==> src/rtl/ps2_pkg.sv <==
// Shared constants and types for the PS/2 receive path.
// Scancode prefixes, game key codes and the frame FSM state encoding.
package ps2_pkg;

    localparam logic [7:0] PS2_BREAK = 8'hF0;
    localparam logic [7:0] PS2_EXT   = 8'hE0;

    localparam logic [7:0] KEY_W = 8'h1D;
    localparam logic [7:0] KEY_S = 8'h1B;
    localparam logic [7:0] KEY_O = 8'h44;
    localparam logic [7:0] KEY_L = 8'h4B;

    typedef enum logic [1:0] {
        IDLE   = 2'd0,
        DATA   = 2'd1,
        PARITY = 2'd2,
        STOP   = 2'd3
    } ps2_state_e;

    function automatic logic is_prefix(input logic [7:0] b);
        return (b == PS2_BREAK) || (b == PS2_EXT);
    endfunction

endpackage

==> src/rtl/ps2_sync_filter.sv <==
// Synchronizes the raw PS/2 pins, debounces the clock line and
// produces a one-cycle strobe on each filtered falling edge.
module ps2_sync_filter #(
    parameter int FILTER_LEN = 8
) (
    input  logic iCLK_50,
    input  logic reset,
    input  logic ps2_clk,
    input  logic ps2_dat,
    output logic dat_s,
    output logic fall
);

    localparam int CW = (FILTER_LEN > 1) ? $clog2(FILTER_LEN) : 1;
    localparam logic [CW-1:0] CNT_LAST = CW'(FILTER_LEN - 1);

    logic          r_clk_meta;
    logic          r_clk_sync;
    logic          r_dat_meta;
    logic          r_dat_sync;
    logic          r_clk_filt;
    logic [CW-1:0] r_cnt;
    logic          r_fall;

    logic w_differ;
    logic w_flip;

    assign w_differ = (r_clk_sync != r_clk_filt);
    assign w_flip   = w_differ && (r_cnt == CNT_LAST);

    always_ff @(posedge iCLK_50 or negedge reset) begin
        if (!reset) begin
            r_clk_meta <= 1'b1;
            r_clk_sync <= 1'b1;
            r_dat_meta <= 1'b1;
            r_dat_sync <= 1'b1;
            r_clk_filt <= 1'b1;
            r_cnt      <= '0;
            r_fall     <= 1'b0;
        end else begin
            r_clk_meta <= ps2_clk;
            r_clk_sync <= r_clk_meta;
            r_dat_meta <= ps2_dat;
            r_dat_sync <= r_dat_meta;
            // any sample matching the filtered level restarts the run
            if (!w_differ) begin
                r_cnt <= '0;
            end else if (w_flip) begin
                r_cnt      <= '0;
                r_clk_filt <= ~r_clk_filt;
            end else begin
                r_cnt <= r_cnt + 1'b1;
            end
            r_fall <= w_flip && r_clk_filt;
        end
    end

    assign dat_s = r_dat_sync;
    assign fall  = r_fall;

endmodule

==> src/rtl/ps2_rx_frame.sv <==
// PS/2 device-to-host frame receiver: deserializes 11-bit frames, checks
// start/parity/stop, and decodes F0/E0 prefixes into scancode events.
module ps2_rx_frame
    import ps2_pkg::*;
#(
    parameter int FILTER_LEN  = 8,
    parameter int TIMEOUT_CYC = 100000
) (
    input  logic       iCLK_50,
    input  logic       reset,
    input  logic       ps2_clk,
    input  logic       ps2_dat,
    output logic       byte_valid,
    output logic [7:0] byte_data,
    output logic       code_valid,
    output logic [7:0] code,
    output logic       code_break,
    output logic       code_ext,
    output logic       parity_err,
    output logic       frame_err
);

    localparam int TW = $clog2(TIMEOUT_CYC + 1);
    localparam logic [TW-1:0] T_LIMIT = TW'(TIMEOUT_CYC);

    logic w_dat;
    logic w_fall;

    ps2_sync_filter #(
        .FILTER_LEN (FILTER_LEN)
    ) u_sync_filter (
        .iCLK_50 (iCLK_50),
        .reset   (reset),
        .ps2_clk (ps2_clk),
        .ps2_dat (ps2_dat),
        .dat_s   (w_dat),
        .fall    (w_fall)
    );

    ps2_state_e    r_state;
    ps2_state_e    w_state_next;
    logic [2:0]    r_bitcnt;
    logic [7:0]    r_shift;
    logic          r_par;
    logic [TW-1:0] r_tcnt;
    logic          r_break_pend;
    logic          r_ext_pend;

    logic       r_byte_valid;
    logic [7:0] r_byte_data;
    logic       r_code_valid;
    logic [7:0] r_code;
    logic       r_code_break;
    logic       r_code_ext;
    logic       r_parity_err;
    logic       r_frame_err;

    logic w_frame_done;
    logic w_timeout;
    logic w_parity_ok;
    logic w_good;
    logic w_perr;
    logic w_ferr;

    // a fall in the same cycle as the limit restarts the count instead
    assign w_timeout = (r_state != IDLE) && !w_fall && (r_tcnt == T_LIMIT);

    always_comb begin
        w_state_next = r_state;
        w_frame_done = 1'b0;
        case (r_state)
            IDLE:    if (w_fall && !w_dat) w_state_next = DATA;
            DATA:    if (w_fall && (r_bitcnt == 3'd7)) w_state_next = PARITY;
            PARITY:  if (w_fall) w_state_next = STOP;
            STOP: begin
                if (w_fall) begin
                    w_state_next = IDLE;
                    w_frame_done = 1'b1;
                end
            end
            default: w_state_next = IDLE;
        endcase
        if (w_timeout) w_state_next = IDLE;
    end

    assign w_parity_ok = ^{r_shift, r_par};
    assign w_good      = w_frame_done && w_dat && w_parity_ok;
    assign w_perr      = w_frame_done && w_dat && !w_parity_ok;
    assign w_ferr      = (w_frame_done && !w_dat) || w_timeout;

    always_ff @(posedge iCLK_50 or negedge reset) begin
        if (!reset) begin
            r_state <= IDLE;
        end else begin
            r_state <= w_state_next;
        end
    end

    always_ff @(posedge iCLK_50 or negedge reset) begin
        if (!reset) begin
            r_bitcnt <= '0;
            r_shift  <= '0;
            r_par    <= 1'b0;
            r_tcnt   <= '0;
        end else begin
            if (w_fall) begin
                case (r_state)
                    IDLE:   r_bitcnt <= '0;
                    DATA: begin
                        r_shift  <= {w_dat, r_shift[7:1]};
                        r_bitcnt <= r_bitcnt + 1'b1;
                    end
                    PARITY: r_par <= w_dat;
                    default: ;
                endcase
            end
            if (w_fall || (r_state == IDLE) || w_timeout) begin
                r_tcnt <= '0;
            end else begin
                r_tcnt <= r_tcnt + 1'b1;
            end
        end
    end

    always_ff @(posedge iCLK_50 or negedge reset) begin
        if (!reset) begin
            r_byte_valid <= 1'b0;
            r_byte_data  <= '0;
            r_code_valid <= 1'b0;
            r_code       <= '0;
            r_code_break <= 1'b0;
            r_code_ext   <= 1'b0;
            r_parity_err <= 1'b0;
            r_frame_err  <= 1'b0;
            r_break_pend <= 1'b0;
            r_ext_pend   <= 1'b0;
        end else begin
            r_byte_valid <= w_good;
            r_code_valid <= w_good && !is_prefix(r_shift);
            r_parity_err <= w_perr;
            r_frame_err  <= w_ferr;
            if (w_good) begin
                r_byte_data <= r_shift;
                if (r_shift == PS2_BREAK) begin
                    r_break_pend <= 1'b1;
                end else if (r_shift == PS2_EXT) begin
                    r_ext_pend <= 1'b1;
                end else begin
                    r_code       <= r_shift;
                    r_code_break <= r_break_pend;
                    r_code_ext   <= r_ext_pend;
                    r_break_pend <= 1'b0;
                    r_ext_pend   <= 1'b0;
                end
            end else if (w_perr || w_ferr) begin
                r_break_pend <= 1'b0;
                r_ext_pend   <= 1'b0;
            end
        end
    end

    assign byte_valid = r_byte_valid;
    assign byte_data  = r_byte_data;
    assign code_valid = r_code_valid;
    assign code       = r_code;
    assign code_break = r_code_break;
    assign code_ext   = r_code_ext;
    assign parity_err = r_parity_err;
    assign frame_err  = r_frame_err;

endmodule

==> config.mk <==
export PLATFORM = sky130hd
export DESIGN_NAME = ps2_rx_frame
export DESIGN_NICKNAME = d
export VERILOG_FILES = /design/src/rtl/ps2_pkg.sv /design/src/rtl/ps2_sync_filter.sv /design/src/rtl/ps2_rx_frame.sv
export SDC_FILE = /design/constraint.sdc
export NUM_CORES = 1
export LEC_CHECK = 0
export CAP_MARGIN = 20
export CELL_PAD_IN_SITES_DETAIL_PLACEMENT = 1
export CELL_PAD_IN_SITES_GLOBAL_PLACEMENT = 1
export CORE_MARGIN = 10
export CORE_UTILIZATION = 42
export DETAILED_ROUTE_END_ITERATION = 8
export GPL_ROUTABILITY_DRIVEN = 0
export PLACE_DENSITY_LB_ADDON = 0.12
export SLEW_MARGIN = 20
export SYNTH_ARGS = -nofsm -noshare
export SYNTH_HDL_FRONTEND = slang
export SYNTH_HIERARCHICAL = 1
export SYNTH_SLANG_ARGS = --single-unit
export TNS_END_PERCENT = 10
==> constraint.sdc <==
create_clock -name iCLK_50 -period 2 [get_ports iCLK_50]
set_input_delay 0.2 -clock iCLK_50 [delete_from_list [all_inputs] [get_ports iCLK_50]]
set_output_delay 0.2 -clock iCLK_50 [all_outputs]
set_load 0.02 [all_outputs]
* Word-level counts from Yosys, hierarchy flattened
Index checks and enable logic that the tools add are counted.
** Storage, ports and cells
- Input port bits :: 4
- Output and inout bits :: 22
- Register bits :: 64
- Word-level logic and storage cells :: 95
** Operators by class
- Multiplexer cells :: 19
- Reduce and logical (&&, ||, !) cells :: 33
- Bitwise gates (word level) :: 3
- Add/sub/neg operators :: 3
- Equality and inequality tests :: 15
** Operators with widths (number)
- adder 17 x 1 -> 17 bit, second input constant :: 1
- == test 17 bit, second input constant :: 1
- 2-to-1 mux 17 bit :: 1
- == test 8 bit, second input constant :: 2
- AND reduction 2 bit :: 6
- logical AND 1 bit :: 11
- 2-to-1 mux 2 bit :: 5
- 2-to-1 mux 1 bit :: 9
- != test 3 bit, second input constant :: 3
- parity 9 bit :: 1
- case mux 2 bit (4 select lines) :: 1
- adder 3 x 1 -> 3 bit, second input constant :: 2
- == test 3 bit, second input constant :: 2
- 2-to-1 mux 3 bit :: 2
- != test 3 x 2 -> 1 bit, second input constant :: 2
- case mux 3 bit (2 select lines) :: 1
- nonzero test 2 bit :: 3
- logical OR 1 bit :: 5
- == test 2 bit, second input constant :: 2
- zero test 1 bit :: 4
- AND reduction 4 bit :: 1
- NOT 1 bit :: 3
- AND reduction 3 bit :: 1
- == test 2 x 1 -> 1 bit, second input constant :: 1
- other kinds (3) :: 3

* Depth between registers and ports, before layout
Gate-level depths: netlist (run 1).
- Depth in word-level cells :: 7
- Mapped depth :: 7
- Mapped depth without buffers :: 6

* Cells and area by module
The synthesis (run 1) kept the hierarchy.
** Modules (own cells, without submodules)
- ps2_rx_frame :: cells each 231, area an instance 2643.8 µm², instances 1, seq. area each 1376.3 µm²
- ps2_sync_filter :: cells each 17, area an instance 310.3 µm², instances 1, seq. area each 231.5 µm²

* Least setup slack after synthesis (run 1)
OpenSTA, ideal clock, no wires.
- Path type :: reg2reg
- From :: register r_shift[2]
- To :: register r_byte_data[3], in the netlist byte_data[3]
- Setup time :: 0.125 ns
- Period minus slack after synthesis :: 1.922 ns
- Path slack :: 0.078 ns
- Cell stages (with the launch flop) :: 6
- Required time :: 1.875 ns
- Path buffers :: 1
- Arrival :: 1.797 ns
- Cell sequence :: dfrtp_1 > xor2_1 > xnor3_2 > mux2i_4 > buf_6 > mux2_4
** Between the ends
- Cells in the longest elaborated chain, start to end :: 2
** RTL lines
- start: declaration :: line ps2_rx_frame.sv:43 : logic [7:0] r_shift;
- start signal: assignment :: line ps2_rx_frame.sv:110 : r_shift <= {w_dat, r_shift[7:1]};
- parity 9 bit :: line ps2_rx_frame.sv:86 : assign w_parity_ok = ^{r_shift, r_par};
- logical AND 1 bit :: line ps2_rx_frame.sv:87 : assign w_good = w_frame_done && w_dat && w_parity_ok;
- end signal: assignment :: line ps2_rx_frame.sv:143 : r_byte_data <= r_shift;
- end: declaration :: line ps2_rx_frame.sv:50 : logic [7:0] r_byte_data;
Every way passes these cells.
A chain may end at the register's enable or synchronous reset.

* Worst setup path in the final report (run 1)
- From :: register r_shift[2]
- To :: register r_code[6], in the netlist code[6]
** Between the ends
- Cells in the longest elaborated chain, start to end :: 3
- Elaborated cells on any way between the ends :: 7
- Classes of those cells :: eq/ne (2); bitwise (2); reduce/logical (3)
** RTL lines
- == test 8 bit, or another cell as far along :: line ps2_rx_frame.sv:146 : end else if (r_shift == PS2_EXT) begin
- NOT 1 bit (no line) or logical AND 1 bit (tied branches)
- AND reduction 3 bit (no line) *
- end signal: assignment :: line ps2_rx_frame.sv:149 : r_code <= r_shift;
- end: declaration :: line ps2_rx_frame.sv:52 : logic [7:0] r_code;
Every way passes the cells marked *; elsewhere a longest branch is shown, timed or not.

==> metrics.txt, run 1 <==
Worst Max-Slew Pin Slew 454 ps; starting density of the core 0.432; share of synthesized cell area in full adder, half adder and majority cells 0.0424; global-route wire length before repair between 10000 and 15000 um; post-route minimum period roughly 1900 ps; port buffer count 25; syn nets roughly 260; Clk pwr share 0.364; Syn Std Cell Area 2950 um2; portion of total power attributed to combinational logic 0.176; number of nets in the layout approximately 310; most frequent cells after synthesis sky130_fd_sc_hd__dfrtp_1, sky130_fd_sc_hd__nor2_1, sky130_fd_sc_hd__inv_1; Compound-Gate Fraction of Synth Area 0.0826; internal power 2.35 mW; number of synthesized register bits 64; maximum number of pins on one net before global-route repair 65; most numerous cell in the Yosys netlist sky130_fd_sc_hd__dfrtp_1; critical path startpoint category register; Final HPWL DP ~4400 um; slowest stage delay, CP roughly 500 ps; unrepaired setup endpoints after global routing no; simple-gate share of the synthesized area 0.130; Chip Height 104 um; wire per inst approximately 16 um; post-route clock skew 10.8 ps; maximum level of the CTS H-tree 3; number of DRC markers in iteration 0 62; library cell contributing the largest single delay on the critical path sky130_fd_sc_hd__xnor3_2; Period Utilization, post-route 0.957; power spent charging and discharging nets 921 uW; gr ovfl total 0; main area contributors after synthesis sky130_fd_sc_hd__dfrtp_1, sky130_fd_sc_hd__mux2_2, sky130_fd_sc_hd__dfstp_2, sky130_fd_sc_hd__ha_1, sky130_fd_sc_hd__xor2_1; post-synthesis mux area share 0.0919; post-synth top area cell sky130_fd_sc_hd__dfrtp_1; vias in the first global route 2136; share of cells above drive strength 1 0.211; aggregate global-route resource usage 0.122; largest family of logic cells by synthesized area simple AND/OR/NAND/NOR gates; Skew-Pair Late Insertion Delay about 340 ps; clk slew on worst S/H paths 70 ps; horizontal die dimension 104 um; fmax between 500 and 600 MHz; post-synthesis sequential area ratio 0.544; data required time at the worst endpoint 2220 ps; clock buffer depth 2; Synth Area in XOR/XNOR 0.0741; number of enable flip-flop cells after synthesis 0; Row Count 30; kind of critical path reg -> reg; standby leakage power 1.67 nW; top_reg_cell synth sky130_fd_sc_hd__dfrtp_1; DRC violation count after routing 0; post-synthesis area per instance 11.9 um2; number of nets still failing antenna checks after routing 0; post-synthesis to final-layout area growth 23.8%; num ports 26; core footprint 6830 um2; Ant. Diodes 0; arrival time reported for the critical path endpoint 2130 ps; peak fanout along the critical path 6; worst-path cell chain xor2_1, xnor3_2, mux2i_2, buf_4, mux2_2; max-cap viol count 0; Pwr per Cell Area 894 nW/um2; vias per std cell 5.25; post-route cell area 3660 um2; worst hold path type in -> reg; Hold Vio Cnt, Final 0; TritonCTS Buffers 9; total routed wirelength 6320 um; peak supply drop 0.419 mV; proportion of synthesized flip-flops having asynchronous set or reset 1.00; count of cell types in the netlist 45; clk sink count 64; synthesized netlist cell count 248; antenna violations before repair 0; final hold slack 266 ps; number of vias in the routed layout 2067; worst max-slew margin expressed relative to the limit 0.696; sw frac 0.282; Yosys Warn Count 6; Total Die Area 10800 um2; outcome completed; First-pass DRT Iterations 4; Final setup viols 0; master cell of the clock root buffer sky130_fd_sc_hd__clkbuf_8; Placement Cell Area 3410 um2; # fillers 760; area share of the largest cell type after synthesis 0.500; count of pins over their slew limit 0; summed negative setup slack over all endpoints 0 ps; endpoint class of the critical path register; share of the core filled with cells 0.535; sequential cell fraction of total power 0.460; clock tree from TritonCTS built
## power groups by stage
stage	Sequential (mW)	Clock (mW)	Combinational (mW)
3_3_place_gp	1.52	0	0.562
4_1_cts	1.50	1.22	0.591
3_5_place_dp	1.52	0	0.581
6_report	1.50	1.19	0.575
5_1_grt	1.52	1.30	0.653
2_1_floorplan	1.49	0	0.401
## final timing paths
check | slack, ps | cells past startpoint | endpoint | start
hold reg to reg | 360 | 0 | u_sync_filter/dat_s | u_sync_filter/r_dat_meta
setup / recovery | 90 | 5 | code[6] | r_shift[2]
max in group asynchronous | 1270 | 3 | u_sync_filter/r_clk_sync | reset
setup reg to reg | 90 | 5 | code[6] | r_shift[2]
hold / removal | 270 | 1 | u_sync_filter/r_dat_meta | ps2_dat
min in group asynchronous | 410 | 3 | r_bitcnt[2] | reset
## flip-flops by register name, indices dropped and copies added, names as in the netlist
signal and cells:
r_tcnt 17, u_sync_filter/r_clk_meta 1, code_valid 1, u_sync_filter/r_cnt 3, r_shift 8, r_break_pend 1
byte_data 8, u_sync_filter/r_dat_meta 1, code 8, r_bitcnt 3, code_break 1, frame_err 1
r_state 2, byte_valid 1, r_ext_pend 1, code_ext 1, parity_err 1, u_sync_filter/r_clk_filt 1
u_sync_filter/dat_s 1, r_par 1, u_sync_filter/fall 1, u_sync_filter/r_clk_sync 1
## cells in the final DEF, fill, tap and decap left out, types with 5 or more instances in the layout
| cell type | n |
|---|---|
| sky130_fd_sc_hd__xor2_1 | 9 |
| sky130_fd_sc_hd__o22ai_1 | 5 |
| sky130_fd_sc_hd__xnor2_1 | 7 |
| sky130_fd_sc_hd__dfstp_2 | 5 |
| sky130_fd_sc_hd__o21ai_0 | 10 |
| sky130_fd_sc_hd__o211ai_1 | 7 |
| sky130_fd_sc_hd__dfrtp_1 | 59 |
| sky130_fd_sc_hd__clkdlybuf4s50_1 | 24 |
| sky130_fd_sc_hd__nor2_1 | 19 |
| sky130_fd_sc_hd__buf_4 | 14 |
| sky130_fd_sc_hd__nand2_1 | 13 |
| sky130_fd_sc_hd__nand4_1 | 8 |
| sky130_fd_sc_hd__nand3_1 | 7 |
| sky130_fd_sc_hd__clkbuf_8 | 9 |
| sky130_fd_sc_hd__mux2_2 | 15 |
| sky130_fd_sc_hd__ha_1 | 10 |
| sky130_fd_sc_hd__inv_1 | 16 |
| sky130_fd_sc_hd__a21oi_1 | 5 |
## final cells by class
cell class / count / area, um2 / share of cell area
Timing Repair Buffer: 42 / 400 / 0.110
Clock inverter: 5 / 81.3 / 0.0222
Inverter: 16 / 60.1 / 0.0164
Multi-Input combinational cell: 160 / 1250 / 0.343
Sequential cell: 64 / 1610 / 0.440
Clock buffer: 11 / 131 / 0.0359
Tap cell: 96 / 120 / 0.0329
## stage by stage
stage | total power [mW] | setup slack, ps | cells
after global routing | 3.47 | 2.08 | 394
after CTS | 3.32 | 57.5 | 393
after floorplan | 1.89 | 77.9 | 248
final | 3.27 | 86.1 | 394
after detailed placement | 2.10 | 3.31 | 375
after global placement | 2.08 | 99.5 | 375
## routing by layer
layer | routed length [um] | up-vias | global-route usage
met4 | 112 | 0 | 0.0586
met3 | 210 | 9 | 0.0378
met1 | 2810 | 1066 | 0.145
li1 | - | 969 | -
met2 | 3190 | 23 | 0.195
met5 | 0 | - | 0
## kinds of logic after synthesis
| logic type | after synthesis |
|---|---|
| simple gates | 71 |
| xor+xnor | 20 |
| flops | 64 |
| fa+ha+maj | 10 |
| mux | 22 |
| buf+inv | 24 |
| compound gates | 37 |
## timing repair
item / CTS / global route
hold endpoints to repair: 59 / 0
setup endpoints to repair: 1 / 19
pin swaps: 1 / 1
hold buffers: 1 / 0
gates resized for setup: 1 / 2
buffers inserted: 1 / 1
## worst max-delay path, delay by kind of cell (launching register included)
kind / cells / cell delay, ps
xor+xnor: 2 / 660
mux: 2 / 560
flops: 1 / 390
buf+inv: 1 / 190
No activity file was read; power rests on OpenSTA's default activity.
==> run 2, diff against run 1 <==
--- a/config.mk
+++ b/config.mk
@@ -8,6 +8,7 @@
 export CAP_MARGIN = 20
 export CELL_PAD_IN_SITES_DETAIL_PLACEMENT = 1
 export CELL_PAD_IN_SITES_GLOBAL_PLACEMENT = 1
+export CORE_ASPECT_RATIO = 0.6
 export CORE_MARGIN = 10
 export CORE_UTILIZATION = 42
 export DETAILED_ROUTE_END_ITERATION = 8
==> metrics.txt, run 2 (same netlist as run 1, synthesis figures left out) <==
wire per inst 17.5 um (+8.9%); vias per std cell 5.26 (+0.20%); Pwr per Cell Area 979 nW/um2 (+9.6%); Total Die Area 10900 um2 (+1.0%); starting density of the core 0.437 (+0.00440); clock buffer depth 2 (unchanged); most common library cell in the layout ignoring fill and taps sky130_fd_sc_hd__dfrtp_1; data required time at the worst endpoint 2210 ps (about the same); library cell contributing the largest single delay on the critical path sky130_fd_sc_hd__dfrtp_1; worst-path cell chain xnor2_1, xnor3_2, mux2i_1, buf_4, mux2_2; clk sink count 64 (unchanged); worst hold path cell count 1 (unchanged); standby leakage power 1.73 nW (+3.7%); clock tree from TritonCTS built; count of pins over their slew limit 0 (unchanged); port buffer count 25 (unchanged); endpoint class of the critical path register; post-route clock skew 9.44 ps (-1.39 ps); First-pass DRT Iterations 4 (unchanged); largest register by flop count r_tcnt; area taken by flip-flops and latches 1610 um2 (unchanged); Critical R2R Capture code_ext; Row Count 23 (-23%); unrepaired setup endpoints after global routing yes; number of vias in the routed layout 2029 (-1.8%); aggregate global-route resource usage 0.132 (+0.00976); post-synthesis to final-layout area growth 26.5%; arrival time reported for the critical path endpoint 2150 ps (+20 ps); Period Utilization, post-route 0.967 (+0.0104); num ports 26 (unchanged); CP delay by family, top XOR/XNOR gates; number of nets still failing antenna checks after routing 0 (unchanged); gr ovfl total 0 (unchanged); worst reg2reg startpoint r_shift[4]; TritonCTS Buffers 9 (unchanged); critical path startpoint category register; worst hold path type in -> reg; antenna violations before repair 0 (unchanged); flip-flop count of the largest register, all copies and words added 17 (unchanged); Skew-Pair Late Insertion Delay 340 ps (about the same); Final setup viols 0 (unchanged); depth of the most critical reg-to-reg path 5 (unchanged); core footprint 6760 um2 (-1.0%); horizontal die dimension 128 um (+23%); DRC violation count after routing 0 (unchanged); fmax 517 MHz (-1.1%); Worst Max-Slew Pin Slew 521 ps (+66.4 ps); share of cells above drive strength 1 0.201 (-0.0107); commonest non-fill, non-tap cells in the layout sky130_fd_sc_hd__dfrtp_1, sky130_fd_sc_hd__clkdlybuf4s50_1, sky130_fd_sc_hd__nor2_1; number of nets in the layout 308 (+0.33%); # fillers 684 (-10%); worst slack after detailed placement 44.7 ps (+41.4 ps); multi-input logic area 1260 um2 (+0.80%); slowest stage delay, CP 390 ps (-110 ps); vias in the first global route 2086 (-2.3%); kind of critical path reg -> reg; total routed wirelength 6750 um (+6.7%); peak fanout along the critical path 6 (unchanged); post-route minimum period 1930 ps (+20.8 ps); clk slew on worst S/H paths 50 ps (-20 ps); max-cap viol count 0 (unchanged); maximum number of pins on one net before global-route repair 65 (unchanged); summed negative setup slack over all endpoints 0 ps (unchanged); number of DRC markers in iteration 0 128 (+110%); global-route wire length before repair 11300 um (+5.1%); Hold Vio Cnt, Final 0 (unchanged); minimum setup slack among reg-to-reg paths 70 ps (-20 ps); Final HPWL DP 4920 um (+11%); Setup WS post-layout 65.3 ps (-20.8 ps); buffers and inverters on the worst path 1 (unchanged); hold worst-path end u_sync_filter/r_dat_meta; number of post-CTS setup repair buffers 0 (-1); worst max-slew margin expressed relative to the limit 0.652 (-0.0443); Ant. Diodes 0 (unchanged); outcome completed; peak supply drop 0.686 mV (+64%); hold path startpoint ps2_dat; master cell of the clock root buffer sky130_fd_sc_hd__clkbuf_16; maximum level of the CTS H-tree 3 (unchanged); Chip Height 85.0 um (-18%)
[run 2: cell count changes in the layout (fill, tap and decap cells not counted), sizes merged]
cell	change
bufinv	-1
buf	+1
clkinv	-2
clkinvlp	-1
clkbuf	+4
[run 2: how the worst max path moves through the flow]
stage / from / endpoint / depth (start not counted)
final: r_shift[4] / code_ext / 5
after global routing: r_shift[2] / code_ext / 5
after CTS: r_shift[2] / code_ext / 5
after detailed placement: r_shift[2] / byte_data[2] / 5
after global placement: r_shift[2] / code_ext / 5
after floorplan: r_shift[2] / byte_data[3] / 5
[run 2: cell type report]
| type | instances | area share |
|---|---|---|
| multi-input cells | 160 | 0.338 |
| flip-flops and latches | 64 | 0.430 |
| clock buffers | 15 | 0.0690 |
| inverters | 16 | 0.0161 |
| repair buffers | 43 | 0.109 |
| well taps | 87 | 0.0291 |
| clock inverters | 1 | 0.00803 |
[run 2: per-stage QoR]
step	instances	power (mW)	hold WS, ps	util	instance area [um2]
after floorplan	248	1.89	-95.6	-	2950
after global placement	369	2.12	245	0.505	3420
after detailed placement	369	2.13	243	0.505	3420
after CTS	386	3.69	282	0.549	3720
after global routing	386	3.85	282	0.553	3740
final	386	3.66	286	0.553	3740
[run 2: timing repair]
action,CTS,global route
hold endpoints to repair,59,0
hold buffers,1,0
resized for setup,0,6
endpoints found under the setup margin,0,13
[run 2: power by group]
part	internal [mW]	switching [mW]	total, mW
registers	1.40	0.0880	1.49
logic	0.267	0.371	0.638
clock network	1.00	0.533	1.53
[run 2: per-layer routing]
| metal | GRT usage | vias up | wire length [um] |
|---|---|---|---|
| met3 | 0.0497 | 12 | 392 |
| met5 | 0 | - | 0 |
| met1 | 0.191 | 1006 | 3620 |
| met4 | 0.0580 | 0 | 113 |
| li1 | - | 976 | - |
| met2 | 0.167 | 35 | 2630 |
==> run 3, diff against run 2 <==
--- a/config.mk
+++ b/config.mk
@@ -8,7 +8,7 @@
 export CAP_MARGIN = 20
 export CELL_PAD_IN_SITES_DETAIL_PLACEMENT = 1
 export CELL_PAD_IN_SITES_GLOBAL_PLACEMENT = 1
-export CORE_ASPECT_RATIO = 0.6
+export CORE_ASPECT_RATIO = 1.4
 export CORE_MARGIN = 10
 export CORE_UTILIZATION = 42
 export DETAILED_ROUTE_END_ITERATION = 8
==> metrics.txt, run 3 (same netlist as run 1, synthesis figures left out) <==
outcome completed; wire per inst 16.3 um (-6.8%); power spent charging and discharging nets 948 uW (-4.5%); Final setup viols 0 (unchanged); Skew-Pair Late Insertion Delay 340 ps (about the same); aggregate global-route resource usage 0.126 (-0.00558); standby leakage power 1.67 nW (-3.5%); antenna violations before repair 0 (unchanged); portion of total power attributed to combinational logic 0.175 (about the same); post-route minimum period 1930 ps (-4.06 ps); Total Die Area 10800 um2 (-0.57%); sw frac 0.297 (+0.0256); # fillers 763 (+12%); fmax 518 MHz (+0.21%); vias per std cell 5.14 (-2.1%); most common library cell in the layout ignoring fill and taps sky130_fd_sc_hd__dfrtp_1; worst max-slew margin expressed relative to the limit 0.585 (-0.0670); port buffer count 25 (unchanged); clk sink count 64 (unchanged); maximum number of pins on one net before global-route repair 30 (-54%); global-route wire length before repair 11100 um (-1.6%); peak supply drop 0.417 mV (-39%); largest register by flop count r_tcnt; total routed wirelength 6420 um (-4.9%); max-cap viol count 0 (unchanged); Hold Vio Cnt, Final 0 (unchanged); Worst Max-Slew Pin Slew 622 ps (+102 ps); Pwr per Cell Area 876 nW/um2 (-11%); gr ovfl total 0 (unchanged); data required time at the worst endpoint 2230 ps (+20 ps); kind of critical path reg -> reg; Final HPWL DP 4810 um (-2.2%); endpoint class of the critical path register; flip-flop count of the largest register, all copies and words added 17 (unchanged); clock tree from TritonCTS built; number of nets still failing antenna checks after routing 0 (unchanged); arrival time reported for the critical path endpoint 2160 ps (about the same); Ant. Diodes 0 (unchanged); horizontal die dimension 90.9 um (-29%); num ports 26 (unchanged); peak fanout along the critical path 6 (unchanged); core footprint 6890 um2 (+1.9%); master cell of the clock root buffer sky130_fd_sc_hd__clkbuf_8; post-synthesis to final-layout area growth 23.5%; placed cell count 376 (+1.9%); count of pins over their slew limit 0 (unchanged); commonest non-fill, non-tap cells in the layout sky130_fd_sc_hd__dfrtp_1, sky130_fd_sc_hd__clkdlybuf4s50_1, sky130_fd_sc_hd__nor2_1; maximum level of the CTS H-tree 3 (unchanged); summed negative setup slack over all endpoints 0 ps (unchanged); number of DRC markers in iteration 0 83 (-35%); Row Count 36 (+57%); starting density of the core 0.429 (-0.00817); unrepaired setup endpoints after global routing no; clock buffer depth 2 (unchanged); clk slew on worst S/H paths 80 ps (+30 ps); critical path startpoint category register; internal power 2.25 mW (-16%); vias in the first global route 2249 (+7.8%); sequential cell fraction of total power 0.471 (+0.064); Clk pwr share 0.354 (-0.065); First-pass DRT Iterations 4 (unchanged); Period Utilization, post-route 0.965 (-0.00203); TritonCTS Buffers 9 (unchanged); DRC violation count after routing 0 (unchanged); worst hold path type in -> reg; final cell count without fillers 394 (+2.1%); post-route clock skew 10.2 ps (+0.730 ps); number of vias in the routed layout 2027 (-0.099%); share of cells above drive strength 1 0.217 (+0.0167); number of nets in the layout 308 (unchanged); Chip Height 119 um (+40%)
[run 3: cell types whose count changed in the layout (fill, tap and decap cells not counted), sizes merged]
cell	before	now
clkbuf	15	10
clkinv	0	2
clkinvlp	0	2
inv	16	17
[run 3: power groups by stage]
stage                     logic (mW)  registers [mW]  clock network [mW]
after global placement         0.557            1.52                   0
final                          0.559            1.50                1.13
after global routing           0.652            1.52                1.24
after floorplan                0.401            1.49                   0
after detailed placement       0.572            1.53                   0
after CTS                      0.577            1.50                1.17
[run 3: cell type report]
cell class,instances,area (um2),area share
Clock buffer,10,138,0.0377
Timing Repair Buffer,43,408,0.112
Tap cell,95,119,0.0326
Inverter,16,60.1,0.0165
Sequential cell,64,1610,0.441
Multi-Input combinational cell,160,1250,0.342
Clock inverter,6,67.6,0.0185
[run 3: timing repair]
action                                  4_1_cts  5_1_grt
hold endpoints to repair                     19        0
buffers inserted                              0        1
hold buffers                                  1        0
resized for setup                             0        2
endpoints found under the setup margin        0       12
[run 3: final timing paths]
| kind | cells past startpoint | endpoint | from | slack, ps |
|---|---|---|---|---|
| min | 1 | u_sync_filter/r_clk_meta | ps2_clk | 270 |
| max reg2reg | 5 | code[5] | r_shift[4] | 70 |
| min in group asynchronous | 2 | r_bitcnt[1] | reset | 410 |
| min reg2reg | 0 | u_sync_filter/r_clk_sync | u_sync_filter/r_clk_meta | 360 |
| max in group asynchronous | 3 | r_tcnt[6] | reset | 1000 |
| max | 5 | code[5] | r_shift[4] | 70 |
[run 3: worst max-delay path, cell delays in order, from the launching register on]
cell	delay, ps
sky130_fd_sc_hd__dfrtp_1	390
sky130_fd_sc_hd__xnor2_1	240
sky130_fd_sc_hd__xnor3_2	450
sky130_fd_sc_hd__mux2i_2	230
sky130_fd_sc_hd__buf_4	180
sky130_fd_sc_hd__mux2_2	340
[run 3: routing by layer]
metal	GRT usage	up-vias	wire length, um	part of all wire
li1	-	972	-	-
met1	0.130	1014	2490	0.39
met2	0.230	30	3550	0.55
met3	0.0383	11	258	0.040
met4	0.0540	0	120	0.019
met5	0	-	0	0
[run 3: through the flow]
step	instance area, um2	setup WS, ps	hold WS [ps]	power [mW]	utilization
after floorplan	2950	77.9	-95.6	1.89	-
after global placement	3420	80.6	243	2.08	0.496
after detailed placement	3420	54.2	258	2.10	0.496
after CTS	3640	14.6	253	3.25	0.528
after global routing	3650	0.212	236	3.41	0.529
final	3650	69.4	266	3.19	0.529
==> edit 1: new RTL, flow settings as in run 3 <==
Add an input register stage for `ps2_dat`, without a reset; this delays it by one clock.
--- a/src/rtl/ps2_rx_frame.sv
+++ b/src/rtl/ps2_rx_frame.sv
@@ -23,6 +23,12 @@
     localparam int TW = $clog2(TIMEOUT_CYC + 1);
     localparam logic [TW-1:0] T_LIMIT = TW'(TIMEOUT_CYC);
 
+    logic ps2_dat_q;
+
+    always_ff @(posedge iCLK_50) begin
+        ps2_dat_q <= ps2_dat;
+    end
+
     logic w_dat;
     logic w_fall;
 
@@ -32,7 +38,7 @@
         .iCLK_50 (iCLK_50),
         .reset   (reset),
         .ps2_clk (ps2_clk),
-        .ps2_dat (ps2_dat),
+        .ps2_dat (ps2_dat_q),
         .dat_s   (w_dat),
         .fall    (w_fall)
     );
Behaviour: same outputs for any inputs over 10 cycles, from zero or initial values and one cycle with reset low; that may be too few to reach the edited logic, so the function may still have changed.
==> edit 1 against run 3 <==
  * Setup slack got worse by 0.063 ns
  * Critical path depth stayed put
  * Sequential cell count increased by 1
  * Highest routed layer unchanged
  * Total power about the same
  * Die area decreased by 3.1%
  * Global-route usage decreased by 0.55 points
  * Clock power is 8% higher
  * Area after synthesis down 3.9%
  * Maximum frequency is 3.2% lower
  * Non-clock buffer count is 1 higher
  * Design area fell by 2.1%
  * Routed wire length is 10% lower
  * Largest power group unchanged
==> edit 1: results (changes against run 3) <==
* M1 WL at 2390 um (-4.1%)
* First-pass GRT wire length at 9520 um (-14%)
* Fill cell count at 676 (-11%)
* DR iter-0 viols at 45 (-46%)
* CP Max Fanout at 5 (-1)
* Skew final at 0.0120 ns (+0.00187 ns)
* Vias in the first global route at 1931 (-14%)
* Pre-antenna DRT Iters at 4 (unchanged)
* Worst Hold Class: in -> reg
* Via count at 1828 (-9.8%)
* Worst Tran Pin Value at 0.473 ns (-0.150 ns)
* Async SR Flop Fraction at 98.5% (-1.5 points)
* Critical R2R Capture: byte_data[4]$_DFFE_PN0P_
* CP max stage cell: dfrtp_2
* Dpl cell area at 0.00328 mm^2 (-4.2%)
* Min-Delay Path Depth at 1 (unchanged)
* Power Density at 894 mW/mm^2 (+2.1%)
* DP Wirelength at 4110 um (-14%)
* Lkg Pwr at 1.72 nW (+3.0%)
* Area contributors post-synth: dfrtp_1 (52%), mux2_2 (6.7%), dfstp_2 (4.6%), ha_1 (4.4%), xor2_1 (3.7%)
* Layout cells sized above 1 at 26.5% (+4.8 points)
* PortBufs at 25 (unchanged)
* Synthesized Nets at 238 (-9.2%)
* RR Startpoint: r_shift[3]$_DFFE_PN0P_
* CP Launch Type: flop
* Clock root cell: clkbuf_8
* Max Cap Viol at 0 (unchanged)
* DR WL met2 at 3060 um (-14%)
* Met3 Wirelength at 186 um (-28%)
* # nets final at 288 (-6.5%)
* Clk slew on worst S/H paths at 0.08 ns (about the same)
* Top layer reached by signal wires: met4
* Worst Hold Slack at 0.264 ns (-0.00177 ns)
* Synth cell types at 38 (-16%)
* Reg2Reg Setup Slack at 0.006 ns (-0.06 ns)
* WHS Endpoint: u_sync_filter/r_clk_meta$_DFF_PN1_
* Pre-CTS setup slack at 0.0605 ns (+0.00629 ns)
* Biggest register: r_tcnt
* Post-synthesis sequential area ratio at 57.3% (+2.9 points)
* Clock Path Buffers at 2 (unchanged)
* Htree depth at 3 (unchanged)
* Routed WL per cell at 16.3 um (+0.11%)
* Worst VDD drop at 0.512 mV (+23%)
* Total GRT Usage at 12.1% (-0.55 points)
* Ant diodes at 0 (unchanged)
* Largest net degree at the start of global routing at 65 (+120%)
* Critical path data arrival time at 2.23 ns (+0.07 ns)
* Post-synthesis cell count at 224 (-9.7%)
* Post-Place Cells at 334 (-11%)
* Synth top cells by count: dfrtp_1 (59), nor2_1 (20), mux2_2 (17)
* Yosys warns at 6 (unchanged)
* Critical path's top delay family: multiplexers
* WL final at 5760 um (-10%)
* Status: completed
* Largest register FFs at 17 (unchanged)
## edit 1: how the worst max path moves through the flow
| stage | to | slack (ns) | cells after the start |
|---|---|---|---|
| after floorplan | code[5]$_DFFE_PN0P_ | -0.005 | 6 |
| after global placement | byte_data[5]$_DFFE_PN0P_ | 0.08 | 5 |
| after detailed placement | byte_data[6]$_DFFE_PN0P_ | 0.06 | 5 |
| after CTS | byte_data[7]$_DFFE_PN0P_ | 0.05 | 5 |
| after global routing | byte_data[4]$_DFFE_PN0P_ | -0.07 | 5 |
| final | byte_data[4]$_DFFE_PN0P_ | 0.006 | 5 |
## edit 1: area by class of cell
| class | instances | share of cell area, % |
|---|---|---|
| multi-input cells | 145 | 33.2 |
| clock inverters | 7 | 2.66 |
| flip-flops and latches | 65 | 45.6 |
| clock buffers | 9 | 3.47 |
| inverters | 9 | 0.946 |
| repair buffers | 44 | 11.5 |
| well taps | 74 | 2.59 |
## edit 1: metal layers
metal	global-route usage, %	vias up
li1	-	872
met4	6.17	0
met5	0	-
met2	20.6	27
met3	3.46	10
met1	13.2	919
## edit 1: worst register-to-register path, delay by kind of cell, from the launching register on
kind                   cells  cell delay, ns
multiplexers               2            0.67
XOR/XNOR                   2            0.59
flip-flops                 1            0.44
buffers and inverters      1            0.19
## edit 1: what timing repair did
item,in CTS,in global routing
hold buffers,1,0
endpoints found under the setup margin,0,11
gates resized for setup,0,12
setup buffers,0,2
hold endpoints to repair,59,0
## edit 1: power by group
group | switching (mW) | internal, mW | leakage, nW
registers | 0.0667 | 1.41 | 0.875
clock network | 0.523 | 0.701 | 0.109
logic | 0.289 | 0.202 | 0.735
total | 0.879 | 2.31 | 1.72
## edit 1: logic make-up (layout without fill, tap and decap cells)
kind of cell / count (synthesis) / count (layout) / share of synthesized area [%]
buffers and inverters: 14 / 69 / 2.38
flip-flops: 65 / 65 / 57.3
multiplexers: 22 / 22 / 9.65
adder cells (fa/ha/maj): 10 / 10 / 4.41
AND/OR/NAND/NOR: 70 / 70 / 13.3
XOR/XNOR: 22 / 22 / 7.84
AO/OA/AOI/OAI: 21 / 21 / 5.07
==> edit 2: new RTL, settings of run 3 <==
Made on the original files. `FILTER_LEN` is set to 8 in 2 places; all go to 16.
--- a/src/rtl/ps2_sync_filter.sv
+++ b/src/rtl/ps2_sync_filter.sv
@@ -1,7 +1,7 @@
 // Synchronizes the raw PS/2 pins, debounces the clock line and
 // produces a one-cycle strobe on each filtered falling edge.
 module ps2_sync_filter #(
-    parameter int FILTER_LEN = 8
+    parameter int FILTER_LEN = 16
 ) (
     input  logic iCLK_50,
     input  logic reset,
--- a/src/rtl/ps2_rx_frame.sv
+++ b/src/rtl/ps2_rx_frame.sv
@@ -3,7 +3,7 @@
 module ps2_rx_frame
     import ps2_pkg::*;
 #(
-    parameter int FILTER_LEN  = 8,
+    parameter int FILTER_LEN  = 16,
     parameter int TIMEOUT_CYC = 100000
 ) (
     input  logic       iCLK_50,
Behaviour: no difference found for any inputs over 10 cycles, from zero or initial values and one cycle with reset low; that may be too few to reach the edited logic, so the function may still have changed.
==> edit 2 against run 3 <==
  * Synthesized cell count is 2.0% higher
  * Final cell count up 1.0%
  * Highest routed layer unchanged
  * Sequential cell count increased by 1
  * Design area grew 2.5%
  * Setup slack got worse by 0.019 ns
  * Via count increased by 3.4%
  * Sequential share of layout area down 0.42 points
  * Routed wire length up 1.6%
  * Area after synthesis increased by 1.7%
  * First-iteration DRC count up 9.6%
  * Maximum frequency fell by 0.98%
Power is not compared: it rests on default switching activity, and its combinational part moved more than twofold at a synthesized area within 25%.
==> edit 2: results (changes against run 3) <==
* Synth top cells by count: dfrtp_1 (60), nor2_1 (20), inv_1 (16)
* First-pass GRT wire length at 10900 um (-1.6%)
* GR Util met2 at 22.1% (-0.95 points)
* DR iter-0 viols at 91 (+9.6%)
* Vias in the first global route at 2269 (+0.89%)
* Layout cells sized above 1 at 21.5% (-0.29 points)
* Biggest register: r_tcnt
* Largest net degree at the start of global routing at 66 (+120%)
* CP max stage cell: xnor3_2
* CP Capture Point: code[4]$_DFFE_PN0P_
* Status: completed
* Core area at 0.00698 mm^2 (+1.3%)
* Hold_sp: ps2_dat
* Skew final at 0.00827 ns (-0.00190 ns)
* Total GRT Usage at 12.3% (-0.36 points)
* Post-synthesis cell count at 253 (+2.0%)
* Global routing usage on met3 at 3.99% (+0.16 points)
* Area contributors post-synth: dfrtp_1 (50%), mux2_2 (5.2%), dfstp_2 (4.4%), ha_1 (3.8%), xnor2_1 (2.6%)
* Synth cell types at 47 (+4.4%)
* Top layer reached by signal wires: met4
* Worst Hold Slack at 0.261 ns (-0.00401 ns)
* Worst r2r path cells at 5 (unchanged)
* Synthesized Nets at 266 (+1.5%)
* Critical path data arrival time at 2.18 ns (+0.02 ns)
* Post-synthesis sequential area ratio at 54.4% (about the same)
* Via count at 2095 (+3.4%)
* M1 GR Usage at 12.8% (-0.17 points)
* DR WL met2 at 3640 um (+2.4%)
* DP Wirelength at 4600 um (-4.4%)
* Clock root cell: clkbuf_8
* Routed WL per cell at 16.4 um (+0.55%)
* Reg2Reg Setup Slack at 0.05 ns (-0.02 ns)
* Worst Tran Pin Value at 0.460 ns (-0.162 ns)
* Worst Hold Class: in -> reg
* # nets final at 311 (+0.97%)
* Met3 Wirelength at 241 um (-6.6%)
* Delay of the slowest critical-path stage at 0.45 ns (about the same)
* CP Max Fanout at 7 (+1)
* Fill cell count at 746 (-2.2%)
* Worst VDD drop at 0.618 mV
* Pre-CTS setup slack at 0.0672 ns (+0.0130 ns)
* Dpl cell area at 0.00346 mm^2 (+1.2%)
* F_max at 513 MHz (-0.98%)
* Post-Place Cells at 380 (+1.1%)
* CP Launch Point: r_shift[6]$_DFFE_PN0P_
* M1 WL at 2570 um (+3.3%)
* WL final at 6520 um (+1.6%)
* WHS Endpoint: u_sync_filter/r_dat_meta$_DFF_PN1_
==> edit 2: timing repair <==
action	in CTS	in global routing
resized for setup	0	5
endpoints found under the hold margin	60	0
hold buffers	1	0
buffers inserted	0	1
setup endpoints to repair	0	24
==> edit 2: logic make-up after synthesis <==
family	after synthesis	share of synthesized area, %
simple gates	72	12.8
fa+ha+maj	9	3.75
buf+inv	24	3.42
flops	65	54.4
mux	22	9.17
xor+xnor	21	7.58
compound gates	40	8.88
==> edit 2: report_power, final <==
part	switching (mW)	total (mW)	internal (mW)
clock	0.510	1.34	0.835
sequential	0.00905	1.34	1.33
combinational	0.0304	0.0468	0.0164
total	0.549	2.73	2.18
==> edit 2: final cells by class <==
type | instances | area [um^2] | area share, %
inverter | 16 | 60.1 | 1.61
timing repair buffer | 42 | 404 | 10.8
clock inverter | 6 | 115 | 3.08
tap | 95 | 119 | 3.18
clock buffer | 10 | 128 | 3.41
sequential | 65 | 1630 | 43.7
multi-input combinational | 164 | 1280 | 34.3
